`config.mk`:
```
export PLATFORM = sky130hd
export DESIGN_NAME = ex_muldiv
export DESIGN_NICKNAME = d
export VERILOG_FILES = /design/src/rtl/ex_muldiv.sv
export SDC_FILE = /design/constraint.sdc
export NUM_CORES = 2
export LEC_CHECK = 0
export ABC_AREA = 1
export CORE_UTILIZATION = 60
export CTS_CLUSTER_SIZE = 40
export DETAILED_ROUTE_END_ITERATION = 12
export GPL_TIMING_DRIVEN = 0
export PLACE_DENSITY = 0.8
export SLEW_MARGIN = 40
export SYNTH_ARGS = -nofsm -noshare
export SYNTH_HDL_FRONTEND = slang
export SYNTH_SLANG_ARGS = --single-unit
```
`constraint.sdc`:
```
create_clock -name clk -period 15.45 [get_ports clk]
set_input_delay 3.8625 -clock clk [delete_from_list [all_inputs] [get_ports clk]]
set_output_delay 3.8625 -clock clk [all_outputs]
set_load 0.02 [all_outputs]
```
`src/rtl/ex_muldiv.sv`:
```
// ex_muldiv: multi-cycle RV M-extension multiply/divide unit with radix-2 restoring divide.
// Define MULDIV_FAST_MUL_EN to replace the iterative shift-add multiplier with a single-cycle one.
module ex_muldiv #(
    parameter int XLEN = 64
) (
    input  logic            clk,
    input  logic            rst,
    input  logic            clear,
    input  logic            valid_in,
    input  logic [2:0]      op,
    input  logic            word,
    input  logic [4:0]      rd_in,
    input  logic [XLEN-1:0] src1,
    input  logic [XLEN-1:0] src2,
    output logic            stall_req,
    output logic            busy,
    output logic            done,
    output logic [XLEN-1:0] result,
    output logic [4:0]      rd_out
);

    localparam int CW = $clog2(XLEN) + 1;
    localparam logic [CW-1:0]   CNT_FULL = CW'(XLEN);
    localparam logic [CW-1:0]   CNT_WORD = CW'(32'd32);
    localparam logic [CW-1:0]   CNT_ONE  = CW'(32'd1);
    localparam logic [XLEN-1:0] ONE_X    = XLEN'(32'd1);

    typedef enum logic [1:0] {
        S_IDLE = 2'd0,
        S_CALC = 2'd1,
        S_DONE = 2'd2
    } state_t;

    function automatic logic [XLEN-1:0] sext32(input logic [XLEN-1:0] v);
        logic [XLEN-1:0] r;
        r       = {XLEN{v[31]}};
        r[31:0] = v[31:0];
        return r;
    endfunction

    function automatic logic [XLEN-1:0] zext32(input logic [XLEN-1:0] v);
        logic [XLEN-1:0] r;
        r       = '0;
        r[31:0] = v[31:0];
        return r;
    endfunction

    function automatic logic [XLEN-1:0] neg2(input logic [XLEN-1:0] v);
        return ~v + ONE_X;
    endfunction

    state_t          state_q, state_d;
    logic [CW-1:0]   cnt_q, cnt_d;
    logic [XLEN-1:0] acc_q, acc_d;
    logic [XLEN-1:0] sh_q, sh_d;
    logic [XLEN-1:0] opd_q, opd_d;
    logic [XLEN-1:0] result_q, result_d;
    logic            neg_q, neg_d;
    logic            word_q, word_d;
    logic [2:0]      op_q, op_d;
    logic [4:0]      rd_q, rd_d;
    logic [4:0]      rd_out_q, rd_out_d;

    logic            word_s, is_div_s, a_sgn_s, b_sgn_s, a_neg_s, b_neg_s;
    logic            b_zero_s, ovf_s, wbad_s, short_s;
    logic [XLEN-1:0] a_ext_s, b_ext_s, a_mag_s, b_mag_s, min_neg_s, short_val_s;

`ifdef MULDIV_FAST_MUL_EN
    logic [2*XLEN-1:0] fa_s, fb_s, fprod_s;
    logic [XLEN-1:0]   fast_val_s;

    // Single-cycle product; operands extended to 2*XLEN so the low 2*XLEN bits are exact.
    always_comb begin
        fa_s    = {{XLEN{a_sgn_s & a_ext_s[XLEN-1]}}, a_ext_s};
        fb_s    = {{XLEN{b_sgn_s & b_ext_s[XLEN-1]}}, b_ext_s};
        fprod_s = fa_s * fb_s;
        if (op == 3'd0) begin
            fast_val_s = word_s ? sext32(fprod_s[XLEN-1:0]) : fprod_s[XLEN-1:0];
        end else begin
            fast_val_s = fprod_s[2*XLEN-1:XLEN];
        end
    end
`endif

    // Operand decode, magnitudes and the one-cycle short-path result.
    always_comb begin
        word_s   = word & (XLEN == 64);
        is_div_s = op[2];
        // MUL keeps the low half only, which is sign-agnostic, so it runs unsigned.
        a_sgn_s  = is_div_s ? ~op[0] : ((op == 3'd1) | (op == 3'd2));
        b_sgn_s  = is_div_s ? ~op[0] : (op == 3'd1);
        if (word_s) begin
            a_ext_s = a_sgn_s ? sext32(src1) : zext32(src1);
            b_ext_s = b_sgn_s ? sext32(src2) : zext32(src2);
        end else begin
            a_ext_s = src1;
            b_ext_s = src2;
        end
        a_neg_s   = a_sgn_s & a_ext_s[XLEN-1];
        b_neg_s   = b_sgn_s & b_ext_s[XLEN-1];
        a_mag_s   = a_neg_s ? neg2(a_ext_s) : a_ext_s;
        b_mag_s   = b_neg_s ? neg2(b_ext_s) : b_ext_s;
        min_neg_s = word_s ? sext32(XLEN'(32'h8000_0000)) : {1'b1, {(XLEN-1){1'b0}}};
        b_zero_s  = (b_ext_s == '0);
        ovf_s     = is_div_s & ~op[0] & (a_ext_s == min_neg_s) & (b_ext_s == '1);
        wbad_s    = word_s & ~is_div_s & (op != 3'd0);
        if (wbad_s) begin
            short_s     = 1'b1;
            short_val_s = '0;
        end else if (is_div_s & b_zero_s) begin
            short_s     = 1'b1;
            short_val_s = op[1] ? (word_s ? sext32(src1) : src1) : '1;
        end else if (ovf_s) begin
            short_s     = 1'b1;
            short_val_s = op[1] ? '0 : min_neg_s;
        end else begin
`ifdef MULDIV_FAST_MUL_EN
            short_s     = ~is_div_s;
            short_val_s = fast_val_s;
`else
            short_s     = 1'b0;
            short_val_s = '0;
`endif
        end
    end

    logic [XLEN:0]   rs_s, diff_s, sum_s;
    logic [XLEN-1:0] acc_n_s, sh_n_s, raw_s, fin_s;

    // One iteration of restoring divide or shift-add multiply, plus the signed fix-up of the result.
    always_comb begin
        rs_s   = {acc_q, sh_q[XLEN-1]};
        diff_s = rs_s - {1'b0, opd_q};
        sum_s  = {1'b0, acc_q} + (sh_q[0] ? {1'b0, opd_q} : '0);
        if (op_q[2]) begin
            if (!diff_s[XLEN]) begin
                acc_n_s = diff_s[XLEN-1:0];
                sh_n_s  = {sh_q[XLEN-2:0], 1'b1};
            end else begin
                acc_n_s = rs_s[XLEN-1:0];
                sh_n_s  = {sh_q[XLEN-2:0], 1'b0};
            end
        end else begin
            acc_n_s = sum_s[XLEN:1];
            sh_n_s  = {sum_s[0], sh_q[XLEN-1:1]};
        end
        raw_s = op_q[1] ? acc_n_s : sh_n_s;
        if (op_q[2]) begin
            raw_s = neg_q ? neg2(raw_s) : raw_s;
            fin_s = word_q ? sext32(raw_s) : raw_s;
        end else if (op_q == 3'd0) begin
            // After 32 steps the low product word sits in the top half of sh.
            fin_s = word_q ? sext32(sh_n_s >> 6'd32) : sh_n_s;
        end else begin
            // High half of the negated 2*XLEN product: borrow propagates only when the low half is zero.
            fin_s = neg_q ? (~acc_n_s + ((sh_n_s == '0) ? ONE_X : '0)) : acc_n_s;
        end
    end

    // Next-state and datapath register update; clear overrides everything.
    always_comb begin
        state_d  = state_q;
        cnt_d    = cnt_q;
        acc_d    = acc_q;
        sh_d     = sh_q;
        opd_d    = opd_q;
        neg_d    = neg_q;
        op_d     = op_q;
        word_d   = word_q;
        rd_d     = rd_q;
        result_d = result_q;
        rd_out_d = rd_out_q;
        case (state_q)
            S_IDLE: begin
                if (valid_in && short_s) begin
                    state_d  = S_DONE;
                    result_d = short_val_s;
                    rd_out_d = rd_in;
                end else if (valid_in) begin
                    state_d = S_CALC;
                    cnt_d   = word_s ? CNT_WORD : CNT_FULL;
                    acc_d   = '0;
                    op_d    = op;
                    word_d  = word_s;
                    rd_d    = rd_in;
                    if (is_div_s) begin
                        sh_d  = word_s ? (a_mag_s << 6'd32) : a_mag_s;
                        opd_d = b_mag_s;
                        neg_d = op[1] ? a_neg_s : (a_neg_s ^ b_neg_s);
                    end else begin
                        sh_d  = b_mag_s;
                        opd_d = a_mag_s;
                        neg_d = a_neg_s ^ b_neg_s;
                    end
                end else begin
                    state_d = S_IDLE;
                end
            end
            S_CALC: begin
                acc_d = acc_n_s;
                sh_d  = sh_n_s;
                cnt_d = cnt_q - CNT_ONE;
                if (cnt_q == CNT_ONE) begin
                    state_d  = S_DONE;
                    result_d = fin_s;
                    rd_out_d = rd_q;
                end else begin
                    state_d = S_CALC;
                end
            end
            S_DONE: state_d = S_IDLE;
            default: state_d = S_IDLE;
        endcase
        if (clear) begin
            state_d  = S_IDLE;
            result_d = result_q;
            rd_out_d = rd_out_q;
        end else begin
            state_d = state_d;
        end
    end

    // State and datapath registers.
    always_ff @(posedge clk or posedge rst) begin
        if (rst) begin
            state_q  <= S_IDLE;
            cnt_q    <= '0;
            acc_q    <= '0;
            sh_q     <= '0;
            opd_q    <= '0;
            neg_q    <= 1'b0;
            op_q     <= 3'd0;
            word_q   <= 1'b0;
            rd_q     <= 5'd0;
            result_q <= '0;
            rd_out_q <= 5'd0;
        end else begin
            state_q  <= state_d;
            cnt_q    <= cnt_d;
            acc_q    <= acc_d;
            sh_q     <= sh_d;
            opd_q    <= opd_d;
            neg_q    <= neg_d;
            op_q     <= op_d;
            word_q   <= word_d;
            rd_q     <= rd_d;
            result_q <= result_d;
            rd_out_q <= rd_out_d;
        end
    end

    assign stall_req = ((state_q == S_IDLE) & valid_in & ~clear) | (state_q == S_CALC);
    assign busy      = (state_q == S_CALC);
    assign done      = (state_q == S_DONE);
    assign result    = result_q;
    assign rd_out    = rd_out_q;

endmodule

```
==> impl_metrics.yaml, run 1 <==
synth:
  yosysTopAreaCellShare_pct: 21.3
  synth-async-reset-ratio_pct: 100
  syn-cell-area_um2: 39000
  yosys-top-cells-area: "nand2_1 (21%), dfrtp_1 (18%), inv_1 (9.8%), nand3_1 (7.7%), nor2_1 (6.7%)"
  syn_nets: 7310
  synth_cells: 7030
  synthFlopType: "dfrtp_1"
  synth_edf_count: 0
  yosysTopAreaCell: "nand2_1"
  ys_warn_count: 0
  avgSynthCellArea_um2: 5.55
  ys_types: 62
  synth.ff_latch_count: 280
  ys_seq_area_share_pct: 18.0
die:
  rows: 93
  die_w_um: 257
  ios: 213
  start_util_pct: 60.6
  die-height_um: 257
global_routing:
  grt_use_total_pct: 75.2
  grt.overflow.total: 509
  grt_pass1_vias: 53686
  grt_pass1_wl_um: 375000
  grt_max_degree: 82
place:
  port_buffers: 210
  place_ws_ps: 5920
  dp_hpwl_um: 179000
  routabilityCongestion: 1.42
clock_network:
  ctsResizeCount: 0
  cts-root-buf: "clkbuf_16"
  cts.sinks: 280
  h-tree-depth: 2
  postCtsSetupRepairBufs: 0
  clock_path_buffers: 3
  holdBufCountCts: 0
  cts_buffers: 35
run_status:
  error: "[ERROR GRT-0116] Global routing finished with congestion. Check the congestion regions in the DRC Viewer."
  stop_stage: "5_1_grt"
  status: "did not finish"
## synthesized netlist by cell type (all sizes together), types with 21 or more instances
cell type and instances:
a21oi 409, a31oi 25, buf 112, clkbuf 158, dfrtp 280, ha 137
inv 1063, nand2 2287, nand3 624, nand3b 43, nand4 93, nor2 733
nor3 92, nor4 38, o211ai 59, o21ai 431, o21bai 21, o221ai 47
o22ai 93, or2 21, xnor2 43, xor2 133
## through the flow
| stage | cells | util, % | hold WS (ps) | instance area [µm²] |
|---|---|---|---|---|
| 3_5_place_dp | 8098 | 65.7 | 465 | 42300 |
| 4_1_cts | 8162 | 67.6 | 481 | 43500 |
| 2_1_floorplan | 7030 | - | 449 | 39000 |
| 3_3_place_gp | 8095 | 65.5 | 461 | 42200 |
## per-layer routing
metal  GRT usage [%]  overflow
met1            77.9         7
met2            90.1       298
met3            61.5        13
met4            66.2       184
met5            38.7         7
## logic make-up after synthesis
| kind of cell | Yosys count | share of synthesized area [%] |
|---|---|---|
| simple gates | 3944 | 43.3 |
| mux | 5 | 0.128 |
| fa+ha+maj | 139 | 4.50 |
| flops | 280 | 18.0 |
| buf+inv | 1338 | 13.5 |
| xor+xnor | 176 | 3.95 |
| compound gates | 1148 | 16.7 |
==> run 2, diff against run 1 <==
--- a/config.mk
+++ b/config.mk
@@ -6,11 +6,10 @@
 export NUM_CORES = 2
 export LEC_CHECK = 0
 export ABC_AREA = 1
-export CORE_UTILIZATION = 60
-export CTS_CLUSTER_SIZE = 40
+export CORE_UTILIZATION = 40
 export DETAILED_ROUTE_END_ITERATION = 12
 export GPL_TIMING_DRIVEN = 0
-export PLACE_DENSITY = 0.8
+export PLACE_DENSITY_LB_ADDON = 0.15
 export SLEW_MARGIN = 40
 export SYNTH_ARGS = -nofsm -noshare
 export SYNTH_HDL_FRONTEND = slang
==> run 2 against run 1 <==
Against the previous run: the run now ends clean; synthesized area unchanged; synthesized cell count unchanged.
==> impl_metrics.yaml, run 2 <==
clock_network:
  clock_path_buffers: 3
  cts_buffers: 35
  cts-root-buf: "clkbuf_16"
  cts.sinks: 280
  clk_pin_slew_ps: 70
  postCtsSetupRepairBufs: 0
  ctsResizeCount: 0
  cts_tree: "done"
  holdBufCountCts: 0
  h-tree-depth: 2
  insertion_delay_ps: 620
global_routing:
  grt_pass1_wl_um: 377000
  grt.overflow.total: 0
  grt_pass1_vias: 49479
  antenna_found_initial: 22
  grt_max_degree: 84
  grt_use_total_pct: 54.7
synth:
  yosys-top-cells-area: "nand2_1 (21%), dfrtp_1 (18%), inv_1 (9.8%), nand3_1 (7.7%), nor2_1 (6.7%)"
  synth_adder_area_share_pct: 4.50
  synth_common_cells: "nand2_1 (2211), inv_1 (1020), nor2_1 (694)"
  synth_top_family_by_area: "simple AND/OR/NAND/NOR gates"
  yosys.area_share.simple_pct: 43.3
  ys_types: 62
  synthFlopType: "dfrtp_1"
  ys_warn_count: 0
  synth-async-reset-ratio_pct: 100
  ys_seq_area_share_pct: 18.0
  yosysTopAreaCellShare_pct: 21.3
  syn-cell-area_um2: 39000
  yosysTopAreaCell: "nand2_1"
  synth.ff_latch_count: 280
  yosysMostFrequentCell: "nand2_1"
  synth_cells: 7030
  synthMuxAreaShare_pct: 0.128
  synth-xor-area-share_pct: 3.95
  syn_nets: 7310
  synth_edf_count: 0
  avgSynthCellArea_um2: 5.55
  synth_compound_area_share_pct: 16.7
die:
  die-area_um2: 98800
  core-area_um2: 96700
  rows: 114
  start_util_pct: 40.3
  ios: 213
  die-height_um: 314
  die_w_um: 314
setup_path:
  critPathArrivalTime_ps: 5760
  crit_buf_inv: 2
  crit_path_end_kind: "output port"
  crit_slowest_cell: "clkdlybuf4s50_1"
  worstSetupPathType: "in2out"
  critical_path.top_delay_family: "buffers and inverters"
  start_kind: "input port"
  crit_path_max_incr_delay_ps: 700
  cp.required_ps: 11590
  path_cells: "clkdlybuf4s50_1, or2_2, o21ai_0, clkdlybuf4s50_1"
  cp_max_fo: 2
  cpMostUsedCell: "clkdlybuf4s50_1"
final_layout:
  final_cells: 8612
  final_core_util_pct: 45.9
  fin_nets: 7567
  drive_above_1_share_pct: 5.98
  mostFrequentLayoutCell: "nand2_1"
  final_cell_mix: "nand2_1 (2211), inv_1 (1019), nor2_1 (694), nand3_1 (599), a21oi_1 (401)"
  area_delta_synth_final_pct: 13.7
  fillers: 10838
detailed_routing:
  wirelength_um: 277000
  routedWlPerCell_um: 32.2
  firstDrtPassIters: 12
  drt_iter0_markers: 8222
  num_vias: 53804
  antenna_left: 0
  route.detailed.drc: 0
  vias_per_cell: 6.25
pwr:
  ir_drop_mv: 0.149
  swShare_pct: 67.3
  intPower_mw: 3.98
  p_clk_share_pct: 7.8
  p_seq_share_pct: 12.3
  p_sw_mw: 8.18
  combinationalPowerShare_pct: 79.9
  power_density_nw_per_um2: 274
  p_leak_nw: 22.3
sta:
  fin_crit_ps: 9620
  rsz0062_at_grt: "false"
  tightestPinTransition_ps: 1160
  clock_skew_ps: 30.6
  slew_headroom_pct: 22.2
  slew_violations: 0
  hold_viol: 0
  max_freq_mhz: 104
  setup_viol: 0
  post-route-period-util_pct: 62.3
  fin_tns_setup_ps: 0
place:
  port_buffers: 210
  dp_cells: 8521
  routabilityCongestion: 1.28
  dp_hpwl_um: 233000
flow_run:
  cap_viol_max_count: 0
run_status:
  status: "finished clean"
worst_hold_path:
  min_path_type: "reg2reg"
run 2: cell counts after synthesis:
No cell type changed its count.
run 2: cells by family (layout without fill, tap and decap cells):
| kind of cell | count (synthesis) | in the layout |
|---|---|---|
| buf+inv | 1338 | 1619 |
| compound gates | 1148 | 1148 |
| flops | 280 | 280 |
| simple gates | 3944 | 3944 |
| other cells | 0 | 25 |
| xor+xnor | 176 | 176 |
| fa+ha+maj | 139 | 139 |
| mux | 5 | 5 |
run 2: area by class of cell:
class                      instances  area (µm²)  area share (%)
buffer                           270        1280            2.89
clock inverter                    17         272           0.612
sequential                       280        7010            15.8
inverter                        1068        4020            9.06
tap                             1276        1600            3.60
timing repair buffer             220        2260            5.09
clock buffer                      44         980            2.21
antenna                           25        62.6           0.141
multi-input combinational       5412       26900            60.6
run 2: path summary, 6_finish.rpt:
kind,startpoint,to,slack (ps),depth (start not counted)
worst max-delay path,clear,stall_req,5830,4
worst min-delay path,rd_q[4],rd_q[4],510,2
worst max register to register,opd_q[50],result[40],7690,31
worst min register to register,rd_q[4],rd_q[4],510,2
max in group asynchronous,rst,acc_q[62],10760,4
min in group asynchronous,rst,opd_q[47],3590,2
run 2: power groups by stage:
| stage | registers, mW | clock network, mW | logic, mW |
|---|---|---|---|
| floorplan | 1.32 | 0 | 5.26 |
| global placement | 1.46 | 0 | 8.95 |
| detailed placement | 1.46 | 0 | 9.00 |
| CTS | 1.45 | 0.923 | 9.04 |
| global route | 1.48 | 0.949 | 9.97 |
| finish | 1.50 | 0.946 | 9.72 |
run 2: per-stage QoR:
step | hold slack, ps | worst slack (ps) | power (mW) | cell area [µm²]
after global routing | 516 | 5800 | 12.4 | 44300
after CTS | 494 | 5920 | 11.4 | 44200
after floorplan | 449 | 3870 | 6.58 | 39000
after detailed placement | 472 | 5950 | 10.5 | 42900
after global placement | 462 | -222 | 10.4 | 42700
final | 506 | 5830 | 12.2 | 44300
run 2: worst reg2reg max path, delay by kind of cell, from the launching register on:
family / cells / cell delay (ps)
DFF: 1 / 710
AOI/OAI and AO/OA: 4 / 1190
and+or+nand+nor: 21 / 3990
xor gates and xnor gates: 1 / 150
adders and majority gates: 3 / 1120
buffers and inverters: 2 / 480
run 2: layer usage:
layer | vias to the layer above | GRT usage, % | part of all wire (%)
li1 | 23188 | - | -
met1 | 24736 | 58.9 | 33
met2 | 4451 | 81.0 | 41
met3 | 1417 | 20.7 | 14
met4 | 12 | 54.4 | 12
met5 | - | 1.50 | 0.025
(Power assumes the default switching activity.)
